File: src/rtl/vga_text_writer.sv
// vga_text_writer: terminal byte stream to 80x25 text VRAM over a Wishbone initiator port.
module vga_text_writer #(
  parameter int          COLS      = 80,
  parameter int          ROWS      = 25,
  parameter int          FIRST_ROW = 1,
  parameter logic [15:0] BASE_ADR  = 16'o0,
  parameter logic [7:0]  BLANK     = 8'h20
)(
  input  logic        wb_clk_i,
  input  logic        wb_rst_n,
  input  logic [7:0]  ch_i,
  input  logic        ch_valid_i,
  output logic        ch_ready_o,
  output logic [15:0] wb_adr_o,
  output logic [15:0] wb_dat_o,
  input  logic [15:0] wb_dat_i,
  output logic        wb_cyc_o,
  output logic        wb_stb_o,
  output logic        wb_we_o,
  output logic [1:0]  wb_sel_o,
  input  logic        wb_ack_i,
  output logic [12:0] cursor,
  output logic        busy
);
  localparam int CW = $clog2(COLS);
  localparam int RW = $clog2(ROWS);
  localparam logic [CW-1:0] LAST_COL = CW'(COLS - 1);
  localparam logic [RW-1:0] TOP_ROW  = RW'(FIRST_ROW);
  localparam logic [RW-1:0] LAST_ROW = RW'(ROWS - 1);
  localparam logic [15:0] TOP_OFS = 16'(FIRST_ROW * COLS);
  localparam logic [15:0] ROW_LEN = 16'(COLS);
  localparam logic [15:0] SCR_END = 16'((ROWS - 1) * COLS - 2);
  localparam logic [15:0] CLR_END = 16'(ROWS * COLS - 2);
  typedef enum logic [2:0] {IDLE, PUTC, SCR_RD, SCR_WR, CLR_WR} state_t;
  state_t        state, state_n;
  logic [CW-1:0] col, col_n;
  logic [RW-1:0] row, row_n;
  logic [15:0]   ofs, ofs_n, rd_dat;
  logic [12:0]   cur;
  logic [7:0]    ch;
  logic          acc, accept, ack, nl;
  assign ch_ready_o = (state == IDLE) && !acc;
  assign busy       = ~ch_ready_o;
  assign wb_stb_o   = wb_cyc_o;
  assign accept     = ch_valid_i & ch_ready_o;
  assign ack        = wb_cyc_o & wb_ack_i;
  assign cur        = 13'(row) * 13'(COLS) + 13'(col);
  // nl folds explicit LF and auto-wrap into one newline path (advance row or scroll)
  always_comb begin
    state_n = state;
    col_n   = col;
    row_n   = row;
    ofs_n   = ofs;
    nl      = 1'b0;
    case (state)
      IDLE:
        if (accept) begin
          if (ch_i == 8'h0D) col_n = '0;
          else if (ch_i == 8'h0A) nl = 1'b1;
          else if (ch_i == 8'h08) col_n = (col != '0) ? col - CW'(1) : col;
          else if (ch_i == 8'h0C) begin
            state_n = CLR_WR;
            ofs_n   = TOP_OFS;
            col_n   = '0;
            row_n   = TOP_ROW;
          end else state_n = PUTC;
        end
      PUTC:
        if (ack) begin
          state_n = IDLE;
          col_n   = (col == LAST_COL) ? '0 : col + CW'(1);
          nl      = (col == LAST_COL);
        end
      SCR_RD: state_n = ack ? SCR_WR : SCR_RD;
      SCR_WR:
        if (ack) begin
          ofs_n   = ofs + 16'd2;
          state_n = (ofs == SCR_END) ? CLR_WR : SCR_RD;
        end
      CLR_WR:
        if (ack) begin
          ofs_n   = ofs + 16'd2;
          state_n = (ofs == CLR_END) ? IDLE : CLR_WR;
        end
      default: state_n = IDLE;
    endcase
    if (nl) begin
      if (row != LAST_ROW) row_n = row + RW'(1);
      else begin
        state_n = SCR_RD;
        ofs_n   = TOP_OFS;
      end
    end
  end
  // scroll copy ends exactly where the last-row clear begins, so ofs runs on into CLR_WR
  always_ff @(posedge wb_clk_i) begin
    if (!wb_rst_n) begin
      state    <= IDLE;
      col      <= '0;
      row      <= TOP_ROW;
      ofs      <= '0;
      ch       <= '0;
      acc      <= 1'b0;
      rd_dat   <= '0;
      wb_cyc_o <= 1'b0;
      wb_adr_o <= '0;
      wb_dat_o <= '0;
      wb_we_o  <= 1'b0;
      wb_sel_o <= 2'b00;
      cursor   <= 13'(FIRST_ROW * COLS);
    end else begin
      state  <= state_n;
      col    <= col_n;
      row    <= row_n;
      ofs    <= ofs_n;
      acc    <= accept;
      cursor <= cur;
      if (accept) ch <= ch_i;
      if (ack) begin
        wb_cyc_o <= 1'b0;
        if (state == SCR_RD) rd_dat <= wb_dat_i;
      end else if (!wb_cyc_o && state != IDLE) begin
        wb_cyc_o <= 1'b1;
        wb_we_o  <= (state != SCR_RD);
        wb_adr_o <= BASE_ADR + ((state == PUTC) ? {3'b000, cur} : (state == SCR_RD) ? ofs + ROW_LEN : ofs);
        wb_dat_o <= (state == PUTC) ? {ch, ch} : (state == SCR_WR) ? rd_dat : {BLANK, BLANK};
        wb_sel_o <= (state != PUTC) ? 2'b11 : cur[0] ? 2'b10 : 2'b01;
      end
    end
  end
endmodule

File: config.mk
export PLATFORM = sky130hd
export DESIGN_NAME = vga_text_writer
export DESIGN_NICKNAME = d
export VERILOG_FILES = /design/src/rtl/vga_text_writer.sv
export SDC_FILE = /design/constraint.sdc
export NUM_CORES = 1
export LEC_CHECK = 0
export BUFFER_PORTS_ARGS = -buffer_cell sky130_fd_sc_hd__buf_4
export CORE_MARGIN = 4
export CORE_UTILIZATION = 53
export CTS_BUF_LIST = sky130_fd_sc_hd__clkbuf_4 sky130_fd_sc_hd__clkbuf_8
export CTS_CLUSTER_DIAMETER = 120
export CTS_CLUSTER_SIZE = 30
export DETAILED_ROUTE_END_ITERATION = 10
export PLACE_DENSITY_LB_ADDON = 0.05
export REMOVE_ABC_BUFFERS = 1
export SYNTH_ARGS = -nofsm -noshare
export SYNTH_HDL_FRONTEND = slang
export SYNTH_SLANG_ARGS = --single-unit
File: constraint.sdc
create_clock -name wb_clk_i -period 2.4 [get_ports wb_clk_i]
set_input_delay 0.24 -clock wb_clk_i [delete_from_list [all_inputs] [get_ports wb_clk_i]]
set_output_delay 0.24 -clock wb_clk_i [all_outputs]
set_load 0.02 [all_outputs]
==> impl_metrics.prom, run 1 <==
# TYPE chip_impl_metric gauge
chip_impl_info{name="run_status",value="complete, no violations"} 1
chip_impl_metric{name="floorplan.initialDensity",unit=""} 0.539
chip_impl_metric{name="gpl.final_weighted_congestion",unit=""} 0.877
chip_impl_metric{name="reg2reg_depth",unit=""} 7
chip_impl_metric{name="final.setup.worst_slack",unit="ns"} 0.130
chip_impl_metric{name="finalHoldViolations",unit=""} 0
chip_impl_metric{name="core_region_area",unit="mm2"} 0.00973
chip_impl_metric{name="grt.total_usage",unit=""} 0.264
chip_impl_metric{name="synth_largest_type_area_fraction",unit=""} 0.401
chip_impl_metric{name="die_height",unit="um"} 108
chip_impl_metric{name="setup_viol_count_final",unit=""} 0
chip_impl_info{name="ys_top_cells_by_area",value="sky130_fd_sc_hd__dfxtp_1 40%, sky130_fd_sc_hd__nand2_1 7.4%, sky130_fd_sc_hd__a21oi_1 6.9%"} 1
chip_impl_metric{name="regToRegSetupSlack",unit="ns"} 0.13
chip_impl_info{name="setup.worst_path.class",value="flip-flop to flip-flop"} 1
chip_impl_info{name="hold_start",value="wb_dat_i[3]"} 1
chip_impl_metric{name="cp_data_required_time",unit="ns"} 2.73
chip_impl_metric{name="synth_compound_area_frac",unit=""} 0.222
chip_impl_metric{name="numCtsBuffers",unit=""} 9
chip_impl_metric{name="power_per_cell_area",unit="mW/mm2"} 567
chip_impl_metric{name="finalClockSkew",unit="ns"} 0.0129
chip_impl_info{name="start_kind",value="flip-flop"} 1
chip_impl_metric{name="totalWireLength",unit="um"} 14800
chip_impl_info{name="top_usage_layer",value="met2"} 1
chip_impl_metric{name="netlist_area",unit="mm2"} 0.00525
chip_impl_metric{name="peakVddDrop",unit="V"} 0.000556
chip_impl_info{name="main_combinational_cell_family_by_area_after_synthesis",value="simple AND/OR/NAND/NOR gates"} 1
chip_impl_metric{name="area_growth_syn_to_layout",unit="%"} 20.1
chip_impl_metric{name="grt_pass1_wl",unit="um"} 24200
chip_impl_metric{name="synthMuxAreaShare",unit=""} 0.00978
chip_impl_metric{name="postSynth.asyncResetShare",unit=""} 0
chip_impl_metric{name="place.detailed.hpwl",unit="um"} 10500
chip_impl_metric{name="detail_route.drc_violations",unit=""} 0
chip_impl_metric{name="clock_tree.htree_level_count",unit=""} 3
chip_impl_info{name="reg2reg_from",value="row[2]"} 1
chip_impl_metric{name="mapped_cells",unit=""} 652
chip_impl_info{name="synth_area_leader_cell",value="sky130_fd_sc_hd__dfxtp_1"} 1
chip_impl_metric{name="grt_start_max_net_pins",unit=""} 41
chip_impl_metric{name="placement.cell_area",unit="mm2"} 0.00610
chip_impl_metric{name="worstHoldPathCells",unit=""} 3
chip_impl_info{name="critPathLaunch",value="row[2]"} 1
chip_impl_metric{name="routedWlPerCell",unit="um"} 17.1
chip_impl_metric{name="max_slew_margin",unit=""} 0.504
chip_impl_info{name="r2r_end",value="wb_adr_o[10]"} 1
chip_impl_metric{name="crit_path_dat",unit="ns"} 2.60
chip_impl_metric{name="first_pass_iteration_count_of_the_detailed_router",unit=""} 5
chip_impl_info{name="rsz_0062_raised_after_global_routing",value="false"} 1
chip_impl_metric{name="met1_routing_resource_usage_after_global_routing",unit=""} 0.351
chip_impl_metric{name="sink_count_of_the_clock_tree",unit=""} 105
chip_impl_metric{name="final_antenna_net_count",unit=""} 0
chip_impl_metric{name="fin_setup_tns",unit="ns"} 0
chip_impl_info{name="synth_ff_type",value="sky130_fd_sc_hd__dfxtp_1"} 1
chip_impl_metric{name="design.final.nets",unit=""} 776
chip_impl_metric{name="route.detailed.vias_per_inst",unit=""} 5.94
chip_impl_info{name="hold_path_class",value="input port to flip-flop"} 1
chip_impl_metric{name="vias",unit=""} 5154
chip_impl_info{name="timing.critical_path.to_type",value="flip-flop"} 1
chip_impl_metric{name="crit_fanout",unit=""} 9
chip_impl_metric{name="grt_pass1_vias",unit=""} 4852
chip_impl_metric{name="io_pins",unit=""} 80
chip_impl_metric{name="layout-drive-gt1-share",unit=""} 0.196
chip_impl_info{name="most-common-layout-cells",value="112 x sky130_fd_sc_hd__buf_4, 104 x sky130_fd_sc_hd__nand2_1, 103 x sky130_fd_sc_hd__dfxtp_1, 71 x sky130_fd_sc_hd__a21oi_1, 51 x sky130_fd_sc_hd__nor2_1"} 1
chip_impl_info{name="min_delay_worst_endpoint",value="rd_dat[3]"} 1
chip_impl_metric{name="io_buffer_count",unit=""} 79
chip_impl_metric{name="fillers",unit=""} 887
chip_impl_metric{name="drt_first_iter_violations",unit=""} 373
chip_impl_metric{name="synth_simple_gate_area_share",unit=""} 0.238
chip_impl_metric{name="synth_enable_flop_cells",unit=""} 0
chip_impl_metric{name="slew_viol_final",unit=""} 0
chip_impl_metric{name="post-route-cell-area",unit="mm2"} 0.00630
chip_impl_info{name="tritoncts",value="built"} 1
chip_impl_metric{name="clock_insertion_delay_worst_skew",unit="ns"} 0.41
chip_impl_metric{name="grt-ovfl-total",unit=""} 0
chip_impl_metric{name="num_antenna_cells",unit=""} 0
chip_impl_metric{name="synth.avg_cell_area",unit="um2"} 8.05
chip_impl_metric{name="dp_worst_setup_slack",unit="ns"} 0.106
chip_impl_metric{name="globalRouteMet3Util",unit=""} 0.0540
chip_impl_metric{name="leakage",unit="nW"} 2.44
chip_impl_metric{name="max_slew.worst_pin.slew",unit="ns"} 0.740
chip_impl_metric{name="ys_seq_elements",unit=""} 105
chip_impl_metric{name="min_period_over_period",unit=""} 0.946
chip_impl_metric{name="seq_area_frac_synth",unit=""} 0.401
chip_impl_metric{name="yosys_cell_types",unit=""} 68
chip_impl_metric{name="die_width",unit="um"} 108
chip_impl_metric{name="met2_usage",unit=""} 0.432
chip_impl_metric{name="synth-xor-area-share",unit=""} 0.0334
chip_impl_metric{name="post-route-min-period",unit="ns"} 2.27
chip_impl_info{name="layout.cells.most_common",value="sky130_fd_sc_hd__buf_4"} 1
chip_impl_metric{name="synth.yosys.warnings",unit=""} 0
chip_impl_metric{name="antenna_found_initial",unit=""} 0
chip_impl_metric{name="std_cell_rows",unit=""} 36
chip_impl_metric{name="max_clock_freq",unit="MHz"} 441
chip_impl_metric{name="yosys.area_share.adder",unit=""} 0.0482
chip_impl_metric{name="clock_path_buffers",unit=""} 2
chip_impl_metric{name="max-cap-violations",unit=""} 0
chip_impl_metric{name="clk_pin_slew_worst_paths",unit="ns"} 0.11
chip_impl_metric{name="die_area",unit="mm2"} 0.0116
chip_impl_info{name="cell_at_the_root_of_the_clock_tree",value="sky130_fd_sc_hd__clkbuf_8"} 1
## flip-flops by register name, indices dropped and copies added (netlist names), 2 cells and up
signal,count
ofs,16
wb_dat_o,16
cursor,13
rd_dat,16
row,5
wb_sel_o,2
state,3
col,7
wb_adr_o,16
ch,8
## per-stage QoR
step           std cells  total power [mW]   util  hold slack (ns)
4_1_cts              867              3.58  0.646           0.0646
5_1_grt              867              3.71  0.648           0.0610
6_report             867              3.57  0.648           0.0692
3_3_place_gp         851              2.50  0.627            0.440
2_1_floorplan        604              2.20      -            0.302
3_5_place_dp         851              2.52  0.627            0.446
## cells by family (layout without fill, tap and decap cells)
| kind of cell | count (synthesis) | in the layout |
|---|---|---|
| fa+ha+maj | 19 | 19 |
| flops | 105 | 105 |
| compound gates | 181 | 181 |
| buf+inv | 63 | 145 |
| simple gates | 258 | 258 |
| other cells | 1 | 1 |
| mux | 5 | 5 |
| xor+xnor | 20 | 20 |
## cell type report
| class | instances | area [um2] | share of cell area |
|---|---|---|---|
| Timing Repair Buffer | 114 | 881 | 0.140 |
| Clock inverter | 6 | 47.5 | 0.00754 |
| Tap cell | 133 | 166 | 0.0264 |
| Multi-Input combinational cell | 484 | 2910 | 0.462 |
| Sequential cell | 105 | 2100 | 0.334 |
| Clock buffer | 10 | 138 | 0.0218 |
| Inverter | 15 | 56.3 | 0.00893 |
## Yosys cell counts, drive strengths merged (4+ instances only)
| master | count |
|---|---|
| a211oi | 4 |
| a21oi | 72 |
| a22oi | 11 |
| a311oi | 12 |
| a31oi | 6 |
| and2 | 9 |
| buf | 11 |
| clkbuf | 37 |
| dfxtp | 105 |
| ha | 17 |
| inv | 15 |
| mux2i | 4 |
| nand2 | 104 |
| nand2b | 7 |
| nand3 | 14 |
| nand4 | 13 |
| nand4b | 4 |
| nor2 | 52 |
| nor3 | 17 |
| nor3b | 5 |
| nor4 | 6 |
| o211ai | 8 |
| o21ai | 33 |
| o221a | 4 |
| or3b | 4 |
| or4 | 6 |
| xnor2 | 7 |
| xor2 | 13 |
## where the power goes
| part | internal, mW | switching, mW |
|---|---|---|
| Combinational | 0.241 | 0.389 |
| Sequential | 1.81 | 0.0411 |
| Clock | 0.417 | 0.673 |
| Total | 2.47 | 1.10 |
## critical path, stage by stage, from the launching register on
cell	delay (ns)
sky130_fd_sc_hd__dfxtp_2	0.37
sky130_fd_sc_hd__ha_1	0.36
sky130_fd_sc_hd__ha_1	0.32
sky130_fd_sc_hd__a21o_1	0.20
sky130_fd_sc_hd__a21oi_2	0.19
sky130_fd_sc_hd__xnor2_2	0.12
sky130_fd_sc_hd__or4_1	0.48
sky130_fd_sc_hd__a31oi_1	0.16
## per-layer routing
layer / wire length [um] / vias up
met5: 0 / -
met4: 229 / 0
met3: 1120 / 24
met2: 7090 / 219
met1: 6400 / 2423
li1: - / 2488
## worst max path at each step
stage / end / slack (ns) / cells past startpoint
floorplan: state[0] / 0.03 / 4
global placement: wb_adr_o[10] / 0.18 / 7
detailed placement: wb_adr_o[10] / 0.11 / 7
CTS: wb_adr_o[10] / 0.07 / 7
global route: wb_adr_o[10] / 0.02 / 7
finish: wb_adr_o[10] / 0.13 / 7
## what timing repair did
| action | in CTS | in global routing |
|---|---|---|
| resized for setup | 0 | 5 |
| hold buffers | 0 | 0 |
| setup buffers | 0 | 0 |
| endpoints found under the setup margin | 0 | 2 |
Note: power is estimated with default switching activity, not from simulation.
==> inputs of run 2 (changes only) <==
- CORE_UTILIZATION: 53 -> 60
- clock period: 2.4 -> 2.91 ns (I/O delays scaled with it)
==> run 2 against run 1 <==
Effect of this change: via count decreased by 2.7%; global-route usage grew 2.3 points; sequential cell count stayed put; die area is 11% lower; critical endpoint unchanged.
==> impl_metrics.prom, run 2 (same netlist as run 1, synthesis figures left out) <==
# TYPE chip_impl_metric gauge
chip_impl_metric{name="design.final.nets",unit=""} 756
chip_impl_metric{name="max_clock_freq",unit="MHz"} 381
chip_impl_metric{name="finalClockSkew",unit="ns"} 0.0132
chip_impl_metric{name="clock_tree.htree_level_count",unit=""} 3
chip_impl_metric{name="first_pass_iteration_count_of_the_detailed_router",unit=""} 5
chip_impl_metric{name="cp_data_required_time",unit="ns"} 3.20
chip_impl_metric{name="route.detailed.vias_per_inst",unit=""} 6.12
chip_impl_metric{name="floorplan.initialDensity",unit=""} 0.626
chip_impl_metric{name="num_antenna_cells",unit=""} 0
chip_impl_metric{name="crit_path_dat",unit="ns"} 2.92
chip_impl_metric{name="regToRegSetupSlack",unit="ns"} 0.28
chip_impl_metric{name="area_growth_syn_to_layout",unit="%"} 16.1
chip_impl_metric{name="die_area",unit="mm2"} 0.0103
chip_impl_info{name="reg2reg_from",value="row[3]"} 1
chip_impl_info{name="run_status",value="complete, no violations"} 1
chip_impl_metric{name="ctsResizeCount",unit=""} 0
chip_impl_metric{name="place.detailed.hpwl",unit="um"} 10100
chip_impl_metric{name="peakVddDrop",unit="V"} 0.000360
chip_impl_metric{name="min_period_over_period",unit=""} 0.903
chip_impl_info{name="hold_path_class",value="input port to flip-flop"} 1
chip_impl_info{name="tritoncts",value="built"} 1
chip_impl_metric{name="max_slew_margin",unit=""} 0.485
chip_impl_metric{name="grt_pass1_vias",unit=""} 4825
chip_impl_metric{name="finish.utilization",unit=""} 0.727
chip_impl_metric{name="cpPeakStageDelay",unit="ns"} 0.47
chip_impl_metric{name="slew_viol_final",unit=""} 0
chip_impl_metric{name="core_region_area",unit="mm2"} 0.00838
chip_impl_metric{name="ctsHoldBuffers",unit=""} 0
chip_impl_metric{name="post-route-min-period",unit="ns"} 2.63
chip_impl_metric{name="fillers",unit=""} 665
chip_impl_metric{name="std_cell_rows",unit=""} 33
chip_impl_metric{name="grt-ovfl-total",unit=""} 0
chip_impl_info{name="start_kind",value="flip-flop"} 1
chip_impl_metric{name="final_cells",unit=""} 819
chip_impl_metric{name="fin_setup_tns",unit="ns"} 0
chip_impl_metric{name="die_height",unit="um"} 102
chip_impl_info{name="rsz_0062_raised_after_global_routing",value="false"} 1
chip_impl_info{name="crit_path_cell_trace",value="ha_1 -> ha_1 -> fa_1 -> xor2_1 -> o2111ai_1 -> or4_1 -> a31oi_1"} 1
chip_impl_metric{name="max-cap-violations",unit=""} 0
chip_impl_metric{name="gpl.final_weighted_congestion",unit=""} 0.913
chip_impl_metric{name="power_per_cell_area",unit="mW/mm2"} 475
chip_impl_metric{name="die_width",unit="um"} 102
chip_impl_metric{name="clk_pin_slew_worst_paths",unit="ns"} 0.11
chip_impl_metric{name="clock_insertion_delay_worst_skew",unit="ns"} 0.37
chip_impl_metric{name="max_slew.worst_pin.slew",unit="ns"} 0.770
chip_impl_info{name="most-common-layout-cells",value="105 x sky130_fd_sc_hd__dfxtp_1, 104 x sky130_fd_sc_hd__nand2_1, 93 x sky130_fd_sc_hd__buf_4, 72 x sky130_fd_sc_hd__a21oi_1, 51 x sky130_fd_sc_hd__nor2_1"} 1
chip_impl_metric{name="antenna_found_initial",unit=""} 0
chip_impl_metric{name="finalHoldViolations",unit=""} 0
chip_impl_metric{name="routedWlPerCell",unit="um"} 17.5
chip_impl_info{name="critPathLaunch",value="row[3]"} 1
chip_impl_metric{name="totalWireLength",unit="um"} 14300
chip_impl_metric{name="io_buffer_count",unit=""} 79
chip_impl_info{name="path_common_cell",value="sky130_fd_sc_hd__ha_1"} 1
chip_impl_info{name="timing.critical_path.to_type",value="flip-flop"} 1
chip_impl_metric{name="vias",unit=""} 5016
chip_impl_info{name="setup.worst_path.class",value="flip-flop to flip-flop"} 1
chip_impl_info{name="slowest_stage",value="sky130_fd_sc_hd__dfxtp_1"} 1
chip_impl_metric{name="detail_route.drc_violations",unit=""} 0
chip_impl_metric{name="grt.total_usage",unit=""} 0.287
chip_impl_metric{name="multi_input_comb_area",unit="mm2"} 0.00290
chip_impl_metric{name="seq_area",unit="mm2"} 0.00210
chip_impl_metric{name="drt_first_iter_violations",unit=""} 418
chip_impl_metric{name="setup_viol_count_final",unit=""} 0
chip_impl_metric{name="clock_path_buffers",unit=""} 2
chip_impl_metric{name="numPlacedInstances",unit=""} 803
chip_impl_metric{name="io_pins",unit=""} 80
chip_impl_metric{name="final_antenna_net_count",unit=""} 0
chip_impl_metric{name="layout-drive-gt1-share",unit=""} 0.167
chip_impl_info{name="layout.cells.most_common",value="sky130_fd_sc_hd__dfxtp_1"} 1
chip_impl_metric{name="crit_fanout",unit=""} 8
chip_impl_metric{name="leakage",unit="nW"} 2.33
chip_impl_metric{name="buffer_count_from_post_cts_setup_fixing",unit=""} 0
chip_impl_metric{name="grt_pass1_wl",unit="um"} 23700
chip_impl_metric{name="sink_count_of_the_clock_tree",unit=""} 105
chip_impl_info{name="hold_start",value="wb_dat_i[0]"} 1
chip_impl_metric{name="numCtsBuffers",unit=""} 9
chip_impl_metric{name="grt_start_max_net_pins",unit=""} 43
chip_impl_info{name="cell_at_the_root_of_the_clock_tree",value="sky130_fd_sc_hd__clkbuf_8"} 1
-- run 2: metal layers --
metal | wire, um | GRT usage | part of all wire
met1 | 6440 | 0.397 | 0.45
met2 | 6800 | 0.470 | 0.48
met3 | 912 | 0.0468 | 0.064
met4 | 144 | 0.0706 | 0.010
met5 | 0 | 0 | 0
-- run 2: path summary, 6_finish.rpt --
kind	endpoint	cells past startpoint
setup / recovery	wb_adr_o[10]	7
hold / removal	rd_dat[0]	3
setup reg to reg	wb_adr_o[10]	7
hold reg to reg	wb_adr_o[9]	2
-- run 2: layout make-up --
type	count	share of cell area
multi-input combinational	484	0.476
sequential	105	0.345
timing repair buffer	94	0.118
tap	105	0.0216
clock buffer	9	0.0203
clock inverter	7	0.0103
inverter	15	0.00924
-- run 2: power breakdown --
group          switching [mW]  internal [mW]  leakage, nW
combinational           0.307          0.180         1.38
clock                   0.539          0.330       0.0976
sequential             0.0398           1.50        0.852
total                   0.886           2.01         2.33
-- run 2: critical path: cells and delay by family (launching register included) --
family / cells / cell delay [ns]
fa+ha+maj: 3 / 0.97
flops: 1 / 0.47
simple gates: 1 / 0.44
compound gates: 2 / 0.39
xor+xnor: 1 / 0.29
-- run 2: per-stage QoR --
step | worst slack (ns) | hold slack [ns] | total power, mW | instance area [um2]
final | 0.283 | 0.156 | 2.89 | 6090
after global routing | 0.143 | 0.135 | 3.02 | 6090
after CTS | 0.331 | 0.148 | 2.89 | 6090
after detailed placement | 0.347 | 0.447 | 2.05 | 5900
after global placement | 0.454 | 0.441 | 2.04 | 5900
after floorplan | 0.544 | 0.353 | 1.82 | 5050
